--- src/rtl/iir_pkg.sv ---
//==============================================================================
// Module      : iir_pkg
// Description : Shared sample width, leak shift and limits for the IIR path.
// Revision    : 1.0
//==============================================================================
`default_nettype none

package iir_pkg;

  localparam int IIR_N = 15;
  localparam int IIR_K = 2;

  typedef logic signed [IIR_N-1:0] sample_t;

  localparam sample_t SAMPLE_MAX = {1'b0, {(IIR_N-1){1'b1}}};
  localparam sample_t SAMPLE_MIN = {1'b1, {(IIR_N-1){1'b0}}};

endpackage : iir_pkg

`default_nettype wire

--- src/rtl/sat_clip.sv ---
//==============================================================================
// Module      : sat_clip
// Description : Clips an (N+2)-bit signed value to the N-bit signed range.
// Revision    : 1.0
//==============================================================================
`default_nettype none

module sat_clip
  import iir_pkg::*;
#(
  parameter int N = IIR_N
) (
  input  logic signed [N+1:0] i_val,
  output logic signed [N-1:0] o_val,
  output logic                o_clipped
);

  localparam logic signed [N+1:0] c_MAX_EXT = {3'b000, {(N-1){1'b1}}};
  localparam logic signed [N+1:0] c_MIN_EXT = {3'b111, {(N-1){1'b0}}};

  always_comb begin
    o_val     = i_val[N-1:0];
    o_clipped = 1'b0;
    if (i_val > c_MAX_EXT) begin
      o_val     = {1'b0, {(N-1){1'b1}}};
      o_clipped = 1'b1;
    end else if (i_val < c_MIN_EXT) begin
      o_val     = {1'b1, {(N-1){1'b0}}};
      o_clipped = 1'b1;
    end
  end

endmodule : sat_clip

`default_nettype wire

--- src/rtl/iir_inverse_fir.sv ---
//==============================================================================
// Module      : iir_inverse_fir
// Description : Two-stage inverse of the leaky-integrator IIR, x = y - yp + (yp >>> K).
// Revision    : 1.0
//==============================================================================
`default_nettype none

module iir_inverse_fir
  import iir_pkg::*;
#(
  parameter int N = IIR_N,
  parameter int K = IIR_K
) (
  input  logic         clk,
  input  logic         reset_n,
  input  logic         clear,
  input  logic         in_valid,
  output logic         in_ready,
  input  logic [N-1:0] in_data,
  output logic         out_valid,
  input  logic         out_ready,
  output logic [N-1:0] out_data,
  output logic         sat_flag
);

  logic                r_s1_valid;
  logic [N-1:0]        r_s1_cur;
  logic [N-1:0]        r_s1_prev;
  logic [N-1:0]        r_hist;
  logic                r_out_valid;
  logic [N-1:0]        r_out_data;
  logic                r_sat_flag;

  logic                w_advance;
  logic                w_accept;
  logic signed [N+1:0] w_cur_ext;
  logic signed [N+1:0] w_prev_ext;
  logic signed [N+1:0] w_sum;
  logic signed [N-1:0] w_clip_val;
  logic                w_clipped;

  assign w_advance = ~r_out_valid | out_ready;
  assign in_ready  = w_advance & ~clear & reset_n;
  assign w_accept  = in_valid & in_ready;

  // N+2 bits covers the full range of cur - prev + (prev >>> K) without wrap.
  assign w_cur_ext  = {{2{r_s1_cur[N-1]}}, r_s1_cur};
  assign w_prev_ext = {{2{r_s1_prev[N-1]}}, r_s1_prev};
  assign w_sum      = w_cur_ext - w_prev_ext + (w_prev_ext >>> K);

  sat_clip #(.N(N)) u_sat_clip (
    .i_val     (w_sum),
    .o_val     (w_clip_val),
    .o_clipped (w_clipped)
  );

  always_ff @(posedge clk) begin
    if (!reset_n) begin
      r_s1_valid  <= 1'b0;
      r_s1_cur    <= '0;
      r_s1_prev   <= '0;
      r_hist      <= '0;
      r_out_valid <= 1'b0;
      r_out_data  <= '0;
      r_sat_flag  <= 1'b0;
    end else if (clear) begin
      r_s1_valid  <= 1'b0;
      r_out_valid <= 1'b0;
      r_hist      <= '0;
      r_sat_flag  <= 1'b0;
    end else if (w_advance) begin
      r_s1_valid  <= w_accept;
      if (w_accept) begin
        r_s1_cur  <= in_data;
        r_s1_prev <= r_hist;
        r_hist    <= in_data;
      end
      r_out_valid <= r_s1_valid;
      if (r_s1_valid) begin
        r_out_data <= w_clip_val;
        if (w_clipped) begin
          r_sat_flag <= 1'b1;
        end
      end
    end
  end

  assign out_valid = r_out_valid;
  assign out_data  = r_out_data;
  assign sat_flag  = r_sat_flag;

endmodule : iir_inverse_fir

`default_nettype wire

--- config.mk ---
export PLATFORM = sky130hd
export DESIGN_NAME = iir_inverse_fir
export DESIGN_NICKNAME = d
export VERILOG_FILES = /design/src/rtl/iir_pkg.sv /design/src/rtl/sat_clip.sv /design/src/rtl/iir_inverse_fir.sv
export SDC_FILE = /design/constraint.sdc
export NUM_CORES = 1
export LEC_CHECK = 0
export ABC_AREA = 1
export BUFFER_PORTS_ARGS = -buffer_cell sky130_fd_sc_hd__buf_4
export CAP_MARGIN = 0
export CORE_ASPECT_RATIO = 0.9
export CORE_MARGIN = 5
export CORE_UTILIZATION = 50
export DETAILED_ROUTE_END_ITERATION = 8
export PLACE_DENSITY = 0.7
export SLEW_MARGIN = 20
export SYNTH_ARGS = -nofsm -noshare
export SYNTH_HDL_FRONTEND = slang
export SYNTH_SLANG_ARGS = --single-unit
--- constraint.sdc ---
create_clock -name clk -period 6 [get_ports clk]
set_input_delay 0.6 -clock clk [delete_from_list [all_inputs] [get_ports clk]]
set_output_delay 0.6 -clock clk [all_outputs]
set_load 0.02 [all_outputs]
==> results by group <==
Synthesis
  – Fraction of synthesized cell area taken by the top area cell type: 0.341
  – Main synth FF type: sky130_fd_sc_hd__dfxtp_1
  – Number of distinct library cells after synthesis: 36
  – Netlist area before placement: 0.00370 mm2
  – Portion of the post-synthesis area used by sequential elements: 0.341
  – FF+latch count, synth: 63
  – Top post-synthesis cells by area: sky130_fd_sc_hd__dfxtp_1, sky130_fd_sc_hd__nand2_1, sky130_fd_sc_hd__a21oi_1
  – Post-synth ARST share: 0
  – Post-synthesis cell type with the largest combined area: sky130_fd_sc_hd__dfxtp_1
  – Warnings, synthesis: 0
  – Synth Area per Inst: 7.36 um2
  – Mapped Nets: 555
  – Post-Syn Instances: 502
  – Post-synth EDFFs: 0

Timing
  – Final setup violation count: 0
  – Transition at the pin with the smallest max-transition slack: 0.511 ns
  – Final worst setup slack: 3.14 ns
  – Post-route setup TNS: 0 ns
  – Minimum clock period: 2.86 ns
  – Relative slew slack: 0.659
  – Final cycle utilization of the critical path: 0.477
  – Fmax: 349 MHz
  – Final hold violation count: 0
  – Fin. max-slew vios: 0
  – RSZ-0062 raised after global routing: false
  – Final setup skew: 0.00407 ns

Critical path
  – Worst path max stage delay: 0.39 ns
  – Worst path arrival time: 3.08 ns
  – Slowest library cell on the worst path: sky130_fd_sc_hd__a21oi_4
  – Worst setup EP type: register
  – Total buffers and inverters traversed by the critical path: 2
  – Cell chain of the critical path: inv_1 > ha_1 > xor2_1 > ha_1 > nand2_1 > inv_1 > nand2_1 > nand2_1 > a21oi_1 > nand3_1 > nand2_1 > nand2_2 > a21oi_4 > a21oi_1
  – Sort of element at the start of the critical path: register
  – Required time at the worst-slack endpoint: 6.22 ns
  – Top delay family on crit path: compound AO/OA/AOI/OAI gates
  – Largest fanout on the critical path: 12
  – Class of the most critical setup path: reg2reg
  – Cell with the most instances on the worst path: sky130_fd_sc_hd__nand2_1

Floorplan
  – Count of standard-cell rows: 29
  – Die Outline Area: 0.00921 mm2
  – I/O pin count: 38
  – Die outline height: 91.6 um
  – Core Area: 0.00711 mm2
  – Die width: 101 um
  – Initial Util: 0.520

Layout
  – Area of all placed cells without fillers: 0.00419 mm2
  – Share of cells above drive strength 1: 0.177
  – Fill cell instance count of the final layout: 702
  – Layout area overhead: 13.3%
  – Most common cell after layout, fill and taps aside: sky130_fd_sc_hd__nand2_1
  – Count of nets after finishing: 590
  – ANT cells: 0
  – Commonest cells after routing, fill and taps aside: sky130_fd_sc_hd__nand2_1, sky130_fd_sc_hd__inv_1, sky130_fd_sc_hd__dfxtp_1

Pwr
  – Leakage power summed over all cells: 1.93 nW
  – Max IR drop VDD: 0.000176 V
  – Pwr Density: 284 mW/mm2
  – Final Power: 1.19 mW

Worst hold path
  – Path type of the worst min-delay path: reg2reg

Run status
  – Run status: finished clean

Place
  – Weighted congestion at the end of routability-driven global placement: 0.875
  – Post-placement cell area: 0.00400 mm2
  – Post-detailed-placement half-perimeter wirelength: 5940 um
  – Count of buffers from port buffering: 37
  – Post-placement worst setup slack: 3.12 ns

GRT
  – Number of global-route vias before repair: 2,962
  – First-pass GRT wire length: 13,000 um
  – Pin count of the biggest net entering global routing: 61
  – Overflow left after global routing: 0
  – Global-route total usage across every layer: 0.174
  – Number of antenna violations at the first check in global routing: 0

Routing
  – Routed wire length: 7540 um
  – Starting DRT DRC Count: 72
  – Remaining antenna violation count after routing: 0
  – Number of vias in the routed layout: 3,068
  – Number of vias per cell after detailed routing: 4.83
  – Number of search-and-repair iterations in the first detailed-routing pass: 4
  – Residual DRC count: 0
  – Average wire per cell in the routed design: 11.9 um

Clock network
  – Clock sinks: 63
  – Clock-pin slew on the worst setup and hold paths: 0.07 ns
  – CTS tree: done
  – Total number of H-tree levels: 3
  – Hold-fix buffers at CTS: 0
  – Maximum root-to-sink buffer count: 2
  – Post-CTS Setup Inserts: 0
  – CTS Root Cell: sky130_fd_sc_hd__clkbuf_8
  – Clock latency on the worst-skew pair: 0.34 ns
  – Number of buffers inserted during clock tree synthesis: 9
  – Count of instances resized after the clock tree is built: 0

Job
  – Max-cap violations: 0
-- tightest hold or removal path, stage by stage, from the launching register on --
cell and delay, ns:
sky130_fd_sc_hd__dfxtp_1 0.31, sky130_fd_sc_hd__nand2_1 0.06, sky130_fd_sc_hd__a21oi_1 0.05
-- kinds of logic (layout without fill, tap and decap cells) --
family,after synthesis,in the layout,share of synthesized area
and+or+nand+nor,186,186,0.217
DFF,63,63,0.341
xor gates and xnor gates,11,11,0.0261
AOI/OAI and AO/OA,103,103,0.156
adders and majority gates,33,33,0.140
buffers and inverters,106,146,0.120
-- cells in the mapped netlist, types with 4 or more instances --
cell type / instances
sky130_fd_sc_hd__inv_2: 10
sky130_fd_sc_hd__o21ai_0: 25
sky130_fd_sc_hd__dfxtp_1: 63
sky130_fd_sc_hd__ha_1: 19
sky130_fd_sc_hd__nand3_1: 12
sky130_fd_sc_hd__nand2_1: 133
sky130_fd_sc_hd__nand2_2: 9
sky130_fd_sc_hd__xor2_1: 8
sky130_fd_sc_hd__inv_1: 81
sky130_fd_sc_hd__nor2_1: 14
sky130_fd_sc_hd__fa_1: 14
sky130_fd_sc_hd__a21oi_1: 61
sky130_fd_sc_hd__a21oi_2: 11
sky130_fd_sc_hd__or2_2: 4
sky130_fd_sc_hd__clkbuf_1: 9
-- stage by stage --
step	hold slack [ns]	util	instances
after floorplan	0.439	-	502
after global placement	0.449	0.563	619
after detailed placement	0.452	0.563	619
after CTS	0.463	0.589	635
after global routing	0.485	0.589	635
final	0.463	0.589	635
-- area by class of cell --
class	count	area (um2)	share of cell area
Multi-Input combinational cell	333	1990	0.476
Clock inverter	4	28.8	0.00687
Tap cell	93	116	0.0278
Inverter	91	342	0.0816
Clock buffer	12	155	0.0370
Timing Repair Buffer	39	293	0.0699
Sequential cell	63	1260	0.301
-- registers in the layout (all words and copies together), names as in the netlist --
signal      cells
r_s1_prev      15
out_valid       1
r_s1_cur       15
out_data       15
sat_flag        1
r_s1_valid      1
r_hist         15
-- per-layer routing --
| metal | part of all wire | vias to the layer above | GRT usage |
|---|---|---|---|
| li1 | - | 1635 | - |
| met1 | 0.50 | 1351 | 0.236 |
| met2 | 0.43 | 66 | 0.263 |
| met3 | 0.046 | 16 | 0.0437 |
| met4 | 0.024 | 0 | 0.0730 |
| met5 | 0 | - | 0 |
-- path summary, 6_finish.rpt --
| check | slack [ns] | cells after the start | from | endpoint |
|---|---|---|---|---|
| setup / recovery | 3.14 | 14 | r_s1_prev[14] | out_data[12] |
| hold / removal | 0.46 | 2 | r_hist[13] | r_hist[13] |
| setup reg to reg | 3.14 | 14 | r_s1_prev[14] | out_data[12] |
| hold reg to reg | 0.46 | 2 | r_hist[13] | r_hist[13] |
-- report_power, final --
part | internal, mW | switching (mW) | total, mW
logic | 0.144 | 0.264 | 0.408
clock network | 0.173 | 0.167 | 0.340
registers | 0.432 | 0.00809 | 0.440
(Power assumes the default switching activity.)
